==> src/rtl/dec2bin_seq.sv <==
// Sequential decimal-to-binary converter: folds NDIGITS digits MSD-first, one per clock.
// Build option: define DEC2BIN_SAT_EN to saturate bin_o on overflow (default build wraps).
//
// state | meaning
// IDLE  | ready_o high, waiting for a digit set
// CONV  | folding one captured digit per clock into the accumulator
// DONE  | result held on bin_o/err_o/ovf_o until the consumer takes it

module dec2bin_seq #(
  parameter int NDIGITS = 3,
  parameter int DIG_W   = 8,
  parameter int BIN_W   = 9
) (
  input  logic             clk_i,
  input  logic             rst_i,
  input  logic [DIG_W-1:0] dec_i [NDIGITS],
  input  logic             valid_i,
  output logic             ready_o,
  output logic [BIN_W-1:0] bin_o,
  output logic             valid_o,
  input  logic             ready_i,
  output logic             err_o,
  output logic             ovf_o
);

  localparam int ACC_MIN = $clog2(10 ** NDIGITS);
  localparam int ACC_W   = (ACC_MIN > BIN_W + 4) ? ACC_MIN : BIN_W + 4;
  localparam int IDX_W   = (NDIGITS > 1) ? $clog2(NDIGITS) : 1;

  localparam logic [ACC_W-1:0] BIN_MAX = {{(ACC_W-BIN_W){1'b0}}, {BIN_W{1'b1}}};
  localparam logic [IDX_W-1:0] IDX_TOP = IDX_W'(NDIGITS - 1);
  localparam logic [DIG_W-1:0] DIG_MAX = DIG_W'(9);

  typedef enum logic [1:0] {
    IDLE = 2'd0,
    CONV = 2'd1,
    DONE = 2'd2
  } state_t;

  state_t           state;
  logic [DIG_W-1:0] dig_q [NDIGITS];
  logic [ACC_W-1:0] acc;
  logic [IDX_W-1:0] idx;
  logic             err_q;

  logic [DIG_W-1:0] cur_dig;
  logic [ACC_W-1:0] acc_nxt;
  logic             err_nxt;
  logic             ovf_nxt;
  logic [BIN_W-1:0] bin_nxt;

  // Full lane width is compared, so out-of-range digits are flagged rather than truncated.
  always_comb begin
    cur_dig = dig_q[idx];
    acc_nxt = (acc << 3) + (acc << 1) + ACC_W'(cur_dig);
    err_nxt = err_q | (cur_dig > DIG_MAX);
    ovf_nxt = 1'b0;
    bin_nxt = acc_nxt[BIN_W-1:0];
    if (err_nxt) begin
      bin_nxt = '0;
    end else if (acc_nxt > BIN_MAX) begin
      ovf_nxt = 1'b1;
`ifdef DEC2BIN_SAT_EN
      bin_nxt = '1;
`else
      bin_nxt = acc_nxt[BIN_W-1:0];
`endif
    end
  end

  always_ff @(posedge clk_i) begin
    if (rst_i) begin
      state   <= IDLE;
      ready_o <= 1'b1;
      valid_o <= 1'b0;
      bin_o   <= '0;
      err_o   <= 1'b0;
      ovf_o   <= 1'b0;
      acc     <= '0;
      idx     <= '0;
      err_q   <= 1'b0;
      for (int i = 0; i < NDIGITS; i++) dig_q[i] <= '0;
    end else begin
      case (state)
        IDLE: begin
          ready_o <= 1'b1;
          valid_o <= 1'b0;
          if (valid_i && ready_o) begin
            dig_q   <= dec_i;
            acc     <= '0;
            err_q   <= 1'b0;
            idx     <= IDX_TOP;
            ready_o <= 1'b0;
            state   <= CONV;
          end
        end
        CONV: begin
          ready_o <= 1'b0;
          acc     <= acc_nxt;
          err_q   <= err_nxt;
          if (idx == '0) begin
            bin_o   <= bin_nxt;
            err_o   <= err_nxt;
            ovf_o   <= ovf_nxt;
            valid_o <= 1'b1;
            state   <= DONE;
          end else begin
            idx <= idx - 1'b1;
          end
        end
        DONE: begin
          ready_o <= 1'b0;
          if (valid_o && ready_i) begin
            valid_o <= 1'b0;
            ready_o <= 1'b1;
            state   <= IDLE;
          end
        end
        default: begin
          state   <= IDLE;
          ready_o <= 1'b1;
          valid_o <= 1'b0;
        end
      endcase
    end
  end

endmodule

==> config.mk <==
export PLATFORM = sky130hd
export DESIGN_NAME = dec2bin_seq
export DESIGN_NICKNAME = d
export VERILOG_FILES = /design/src/rtl/dec2bin_seq.sv
export SDC_FILE = /design/constraint.sdc
export NUM_CORES = 1
export LEC_CHECK = 0
export CAP_MARGIN = 20
export CORE_UTILIZATION = 30
export DETAILED_ROUTE_END_ITERATION = 7
export SYNTH_ARGS = -nofsm -noshare
export SYNTH_HDL_FRONTEND = slang
export SYNTH_SLANG_ARGS = --single-unit
==> constraint.sdc <==
create_clock -name clk_i -period 7.61 [get_ports clk_i]
set_input_delay 1.1415 -clock clk_i [delete_from_list [all_inputs] [get_ports clk_i]]
set_output_delay 1.1415 -clock clk_i [all_outputs]
set_load 0.05 [all_outputs]
# Yosys cells after proc, flatten, opt, wreduce, memory -nomap -nowiden

Cells that the tools add are included.

Input port bits: 28
Register bits after elaboration: 54
Output and inout bits: 13

Reduce and logical (&&, ||, !) cells: 11
Add/sub/neg operators: 3
$lt $le $gt $ge: 3
Eq/ne operators: 6
Multiplexer cells: 23
Bitwise operators: 2

Operator list:

| cell                                                           | number |
|---|---|
| case mux 12 bit (2 select lines)                               | 1 |
| binary-select mux 8 bit (select 2 bit)                         | 1 |
| 2-to-1 mux 8 bit                                               | 2 |
| adder 13 bit                                                   | 1 |
| adder 13 x 8 -> 13 bit                                         | 1 |
| greater-than comparator 13 x 9 -> 1 bit, second input constant | 1 |
| 2-to-1 mux 12 bit                                              | 1 |
| 2-to-1 mux 2 bit                                               | 5 |
| 2-to-1 mux 9 bit                                               | 1 |
| greater-than comparator 8 x 4 -> 1 bit, second input constant  | 1 |
| != test 2 bit, second input constant                           | 4 |
| AND reduction 2 bit                                            | 4 |
| 2-to-1 mux 1 bit                                               | 7 |
| case mux 2 bit (3 select lines)                                | 1 |
| AND reduction 3 bit                                            | 2 |
| zero test 2 bit                                                | 2 |
| case mux 1 bit (2 select lines)                                | 2 |
| case mux 2 bit (2 select lines)                                | 1 |
| greater-or-equal comparator 3 bit, second input constant       | 1 |
| NOT 2 -> 3 bit                                                 | 1 |
| case mux 1 bit (3 select lines)                                | 1 |
| equality test 2 x 1 -> 1 bit, second input constant            | 1 |
| equality test 2 bit, second input constant                     | 1 |
| logical AND 1 bit                                              | 2 |
| 3 further kinds                                                | 3 |

# Longest topological paths before layout

Gate-level depths: netlist (run 1).

Depth after elaboration: 8
Mapped depth: 13

# Worst setup path before layout (run 1)

OpenSTA, ideal clock, no wires.

Kind: register to register
From: register idx[0]
To: register ovf_o
Setup time: 134 ps
Buffers on the path: 1
Stages on the path, launching flop included: 14
Data arrival time: 2892 ps
Required time: 7476 ps
Setup slack: 4584 ps
Clock period less this slack: 3026 ps
Cells stage by stage: dfxtp_1 > buf_6 > mux2i_1 > o2bb2ai_1 > inv_1 > fa_1 > inv_1 > fa_1 > a21oi_2 > o22ai_1 > o41ai_2 > xnor2_1 > o41ai_2 > a21oi_1

Word-level cells in the longest chain between the ends: 8

Ends and longest elaborated chain:

| what                                                | RTL line | source |
|---|---|---|
| start, declared                                     | 43       | `logic [IDX_W-1:0] idx;` |
| start signal, assigned                              | 108      | `idx <= idx - 1'b1;` |
| NOT 2 -> 3 bit (implied by the code)                | 54       | `cur_dig = dig_q[idx];` |
| binary-select mux 8 bit (select 2 bit)              | 54       |  |
| 2-to-1 mux 8 bit (implied by the code) (2 in a row) | 54       |  |
| adder 13 x 8 -> 13 bit                              | 55       | `acc_nxt = (acc << 3) + (acc << 1) + ACC_W'(cur_dig);` |
| greater-than comparator 13 x 9 -> 1 bit             | 61       | `end else if (acc_nxt > BIN_MAX) begin` |
| 2-to-1 mux 1 bit                                    | 61       |  |
| 2-to-1 mux 1 bit                                    | 59       | `if (err_nxt) begin` |
| end signal, assigned                                | 104      | `ovf_o <= ovf_nxt;` |
| end, declared                                       | 23       | `output logic ovf_o` |

Several ways; a longest one is shown, not always the timed one. The select of a mux whose other input is x is not followed.
A chain may end at the register's enable or synchronous reset.

# Final worst setup path (run 1)

From: register idx[1]
To: register ovf_o

The elaborated chain is that of the path after synthesis.

==> results of run 1 <==
==> cell usage after synthesis, drive strengths merged (2+ instances only) <==
cell,n,area share [%]
buf,5,1.8
fa,6,4.2
o22ai,3,0.65
clkbuf,15,2.0
xnor2,8,2.4
nor3,5,1.2
nand2,69,9.0
a31oi,5,1.1
o2bb2ai,6,1.8
mux2i,8,2.8
nor2,18,3.1
a21oi,49,8.8
nand2b,4,0.87
dfxtp,54,37
nand3,15,2.6
nor2b,4,0.87
inv,10,1.3
a22oi,10,4.2
o41ai,3,1.4
xor2,2,0.61
o211ai,2,0.52
ha,17,7.4
o21ai,6,1.0
==> worst max-delay path, cell delays in order, from the launching register on <==
cell and delay [ns]:
dfxtp_1 0.52, nor2b_1 0.43, o2bb2ai_1 0.19, inv_1 0.09
fa_1 0.49, inv_1 0.07, fa_1 0.49, a21oi_2 0.16
o22ai_1 0.13, o41ai_2 0.32, xnor2_1 0.13, o41ai_2 0.32
a21oi_1 0.11
==> worst paths after layout <==
path | cells past startpoint | start | to
worst max-delay path | 12 | idx[1] | ovf_o
worst min-delay path | 2 | dig_q[9] | dig_q[9]
worst max register to register | 12 | idx[1] | ovf_o
worst min register to register | 2 | dig_q[9] | dig_q[9]
==> layer usage <==
layer | GRT usage [%] | up-vias
met5 | 0 | -
met1 | 20.0 | 1098
met2 | 21.4 | 60
li1 | - | 1220
met3 | 2.65 | 12
met4 | 5.69 | 0
==> cells by family (layout without fill, tap and decap cells) <==
family,count (synthesis),count (layout),synth area share (%)
AOI/OAI and AO/OA,88,88,20.6
xor gates and xnor gates,10,10,3.04
adders and majority gates,23,23,11.5
buffers and inverters,30,62,5.07
DFF,54,54,37.5
muxes,9,9,3.17
and+or+nand+nor,120,120,19.1
==> flip-flops by register name (all words and copies together) (netlist names), 2 cells and up <==
register / count
idx: 2
bin_o: 9
state: 2
acc: 12
dig_q: 24
==> layout by cell type, fill, tap and decap left out, types with 9 or more instances in the layout <==
cell type,synthesis,final
a22oi_2,9,9
a21oi_1,47,47
nor2_2,9,9
dfxtp_1,54,54
nand3_1,15,15
nand2_1,69,69
nor2_1,9,9
ha_1,17,17
inv_1,10,10
clkdlybuf4s50_1,0,39
==> layout make-up <==
class | instances | area, um^2
inverters | 10 | 37.5
flip-flops and latches | 54 | 1080
fillers | 974 | 5790
clock buffers | 5 | 68.8
multi-input cells | 250 | 1660
repair buffers | 44 | 438
well taps | 129 | 161
clock inverters | 3 | 47.5
==> per-stage QoR <==
step / area, um^2 / total power, mW / instances / setup WS, ns / utilization (%)
after floorplan: 2890 / 0.434 / 334 / 4.58 / -
after global placement: 3350 / 0.476 / 485 / 4.18 / 36.1
after detailed placement: 3350 / 0.478 / 485 / 4.02 / 36.1
after CTS: 3470 / 0.682 / 493 / 4.02 / 37.4
after global routing: 3500 / 0.710 / 495 / 3.83 / 37.7
final: 3500 / 0.676 / 495 / 4.06 / 37.7
==> power breakdown <==
group / switching [mW] / leakage, nW / internal (mW)
Sequential: 0.0170 / 0.440 / 0.302
Clock: 0.103 / 0.0587 / 0.0999
Combinational: 0.0960 / 0.781 / 0.0591
Total: 0.216 / 1.28 / 0.461
==> reports/metrics.cfg, run 1 <==
[placed_design]
dpl.hpwl_mm = 4.78
numPortBuffers = 40
globalplace.congestion = 0.824

[worst_setup_path]
worstPathRequired_ns = 7.82
criticalPathCategory = reg2reg
crit_arrival_ns = 3.75
critPathLaunchType = flop
path_max_fanout = 11
r2r_slack_ns = 4.06
cp-end-kind = flop

[clock_tree]
cts_setup_buffers = 0
path_clk_slew_ns = 0.10
ctsHoldBuffers = 0
ctsResizeCount = 0
cts.sinks = 54
cts_buffers = 5
clockRootBuffer = clkbuf_8
cts_max_level = 2
cts_tree = built
clock_latency_ns = 0.32
ctsLongestPathBuffers = 2

[detailed_routing]
viasPerCell = 4.83
drc = 0
wl_met3_um = 276
top_layer_used = met4
met1_length_mm = 3.32
routed_wl_mm = 6.64
ant_nets = 0
vias = 2390
dr_wl_met2_mm = 2.89
routedWlPerCell_um = 13.4
drtPass1Iterations = 4
drt_iter0_drc = 93

[floorplan]
die_w_um = 100
die_area_mm2 = 0.0100
die_y_um = 100
top_level_ports = 41
std_cell_rows = 35
start_util_pct = 31.1
core_area_mm2 = 0.00928

[sta]
fin_crit_sh_pct = 46.6
worst_pin_slew_ns = 0.675
drv_slew = 0
finalHoldViolCount = 0
timing.setup.tns_ns = 0
rsz0062_at_grt = no
fin_crit_ns = 3.55
max-slew-margin-rel_pct = 54.9
fmax_mhz = 282
setup_violations = 0
finalClockSkew_ns = 0.00466
hold_ws_ns = 0.461

[status]
status = complete, no violations

[logic_synthesis]
syn_area_per_cell_um2 = 8.64
yosysWarnings = 0
synth_edf_count = 0
syn_inst = 334
synth_cell_types = 41
async_flop_share_pct = 0
synthesis.nets = 385
synthesis.area_mm2 = 0.00289
ys_seq_area_share_pct = 37.5
synth-main-ff-cell = dfxtp_1
ys_ff_latch = 54

[grt]
grt.overflow.total = 0
grt_pass1_vias = 2278
grt_pass1_wl_mm = 11.2
grt_max_degree = 55
grt_use_total_pct = 14.2
antenna_found_initial = 0

[flow_run]
drv_cap = 0

[power]
p_leak_nw = 1.28
peakVddDrop_v = 0.0000782
power_density_mw_per_mm2 = 193

[layout]
drive_gt1_share_pct = 10.9
fin_nets = 416
syn2layout_area_growth_pct = 21.2
diodes = 0

[worst_hold_path]
hp-class = reg2reg

Power figures use the tool's default switching activity.
==> run 2, diff against run 1 <==
Clock period 7.61 ns to 3.3 ns, I/O delays scaled along.
==> run 2 against run 1 <==
Setup slack worse by 3.8 ns. Highest routed layer unchanged. Die area stayed put. Critical endpoint unchanged. Non-clock buffer count is 4 higher. Largest power group unchanged. Global-route usage is 0.13 points higher. Clock-buffer cell count is 1 higher. Register-to-register slack worse by 3.8 ns. Cell area is 1.2% higher. Hold slack better by 0.0010 ns. Critical path type unchanged. Sequential share of layout area is 0.23 points lower.
==> reports/metrics.cfg, run 2 (synthesized netlist as in run 1, its figures left out) <==
[status]
status = complete, no violations  ; unchanged

[placed_design]
placed_area_mm2 = 0.00341  ; was 0.00335 mm^2
numPortBuffers = 40  ; unchanged
dp_slack_ns = 0.0465  ; was 4.02 ns
globalplace.congestion = 0.937  ; was 0.824
dpl.hpwl_mm = 4.92  ; was 4.78 mm
dpl.cell_count = 491  ; was 485

[detailed_routing]
wl_met3_um = 383  ; was 276 um
routed_wl_mm = 6.79  ; was 6.64 mm
top_layer_used = met4  ; unchanged
dr_wl_met2_mm = 3.10  ; was 2.89 mm
routedWlPerCell_um = 13.6  ; was 13.4 um
vias = 2395  ; was 2390
drtPass1Iterations = 4  ; unchanged
met1_length_mm = 3.23  ; was 3.32 mm
drt_iter0_drc = 98  ; was 93
drc = 0  ; unchanged
viasPerCell = 4.80  ; was 4.83
ant_nets = 0  ; unchanged

[floorplan]
start_util_pct = 31.1  ; unchanged
die_area_mm2 = 0.0100  ; unchanged
die_y_um = 100  ; unchanged
core_area_mm2 = 0.00928  ; unchanged
die_w_um = 100  ; unchanged
top_level_ports = 41  ; unchanged
std_cell_rows = 35  ; unchanged

[layout]
multi_input_area_mm2 = 0.00170  ; was 0.00166 mm^2
fin_area_mm2 = 0.00354  ; was 0.00350 mm^2
syn2layout_area_growth_pct = 22.7  ; was 21.2%
nFillCells = 973  ; was 974
diodes = 0  ; unchanged
utilization_pct = 38.1  ; was 37.7%
fin_nets = 420  ; was 416
regArea_mm2 = 0.00109  ; was 0.00108 mm^2
reg_top3 = dig_q x24, acc x12, bin_o x9  ; unchanged
layout_commonest_cell = nand2_1  ; unchanged
max_flop_register = dig_q  ; unchanged
drive_gt1_share_pct = 14.3  ; was 10.9%
layout_common_cells = nand2_1 (69), dfxtp_1 (52), a21oi_1 (46)  ; was nand2_1 (69), dfxtp_1 (54), a21oi_1 (47)
final_cells = 499  ; was 495
largest_reg_flops = 24  ; unchanged

[worst_setup_path]
path_cells = buf_12, mux2i_1, o2bb2ai_1, fa_1, ha_2, nand3_1, o221ai_2, a31oi_1, xnor2_1, o41ai_2, a21oi_1  ; was nor2b_1, o2bb2ai_1, inv_1, fa_1, inv_1, fa_1, a21oi_2, o22ai_1, o41ai_2, xnor2_1, o41ai_2, a21oi_1
criticalPathCategory = reg2reg  ; unchanged
slowest_delay_ns = 0.48  ; was 0.52 ns
cp-end-kind = flop  ; unchanged
worstPathRequired_ns = 3.46  ; was 7.82 ns
crit_arrival_ns = 3.24  ; was 3.75 ns
crit_slowest_cell = fa_1  ; was dfxtp_1
path_max_fanout = 5  ; was 11
critPathLaunchType = flop  ; unchanged

[clock_tree]
clockRootBuffer = clkbuf_8  ; unchanged
path_clk_slew_ns = 0.10  ; about the same
cts_max_level = 2  ; unchanged
cts_buffers = 5  ; unchanged
clock_latency_ns = 0.31  ; was 0.32 ns
ctsHoldBuffers = 0  ; unchanged
ctsResizeCount = 0  ; unchanged
cts_tree = built  ; unchanged
cts_setup_buffers = 0  ; unchanged
ctsLongestPathBuffers = 2  ; unchanged
cts.sinks = 54  ; unchanged

[sta]
finalClockSkew_ns = 0.00863  ; was 0.00466 ns
finalHoldViolCount = 0  ; unchanged
max-slew-margin-rel_pct = 27.5  ; was 54.9%
fin_crit_ns = 3.08  ; was 3.55 ns
fin_crit_sh_pct = 93.4  ; was 46.6%
setup_violations = 0  ; unchanged
hold_ws_ns = 0.462  ; was 0.461 ns
worst_pin_slew_ns = 1.09  ; was 0.675 ns
layout_setup_ws_ns = 0.217  ; was 4.06 ns
fmax_mhz = 324  ; was 282 MHz
drv_slew = 0  ; unchanged

[grt]
antenna_found_initial = 0  ; unchanged
grt_use_total_pct = 14.3  ; was 14.2%
grt.overflow.total = 0  ; unchanged
grt_pass1_vias = 2334  ; was 2278
grt_max_degree = 55  ; unchanged
grt_pass1_wl_mm = 11.4  ; was 11.2 mm

[flow_run]
drv_cap = 0  ; unchanged

[power]
power_density_mw_per_mm2 = 418  ; was 193 mW/mm^2
peakVddDrop_v = 0.000174  ; was 0.0000782 V
p_leak_nw = 1.30  ; was 1.28 nW

[worst_hold_path]
hp-class = reg2reg  ; unchanged

run 2: cell count changes in the layout (fill, tap and decap cells not counted), sizes merged:
cell,previous run,this run
inv,11,10
clkbuf,5,6
bufinv,1,0
clkinv,1,2
buf,5,9
run 2: per-stage QoR:
stage / setup TNS, ns / power (mW)
floorplan: 0 / 1.00
global placement: 0 / 1.11
detailed placement: 0 / 1.12
CTS: 0 / 1.48
global route: -0.0378 / 1.56
finish: 0 / 1.48
run 2: final timing paths:
path	startpoint	depth (start not counted)	slack [ns]	end
max	idx[0]	11	0.22	ovf_o
min	dig_q[18]	2	0.46	dig_q[18]
max reg2reg	idx[0]	11	0.22	ovf_o
min reg2reg	dig_q[18]	2	0.46	dig_q[18]
run 2: worst max-delay path: cells and delay by family (launching register included):
family,cells,cell delay (ns)
adder cells (fa/ha/maj),2,0.87
buffers and inverters,1,0.13
XOR/XNOR,1,0.17
AO/OA/AOI/OAI,5,1.10
multiplexers,1,0.11
AND/OR/NAND/NOR,1,0.15
flip-flops,1,0.38
run 2: layer usage:
metal,vias to the layer above,GRT usage (%)
li1,1227,-
met4,0,4.46
met2,69,22.9
met1,1092,19.4
met3,7,2.99
met5,-,0
run 2: report_power, final:
part           switching (mW)  total [mW]  internal, mW
registers              0.0357       0.732         0.696
logic                   0.228       0.375         0.146
clock network           0.222       0.373         0.150
run 2: layout make-up:
type,instances,area share (%)
Sequential cell,54,30.7
Timing Repair Buffer,48,13.2
Inverter,10,1.06
Clock inverter,2,0.389
Tap cell,129,4.56
Clock buffer,6,2.05
Multi-Input combinational cell,250,48.0
==> run 3, diff against run 2 <==
Settings changed: SKIP_CTS_REPAIR_TIMING set to 1.
==> results of run 3 <==
The final DEF is identical to that of run 2; final timing and power are the same.
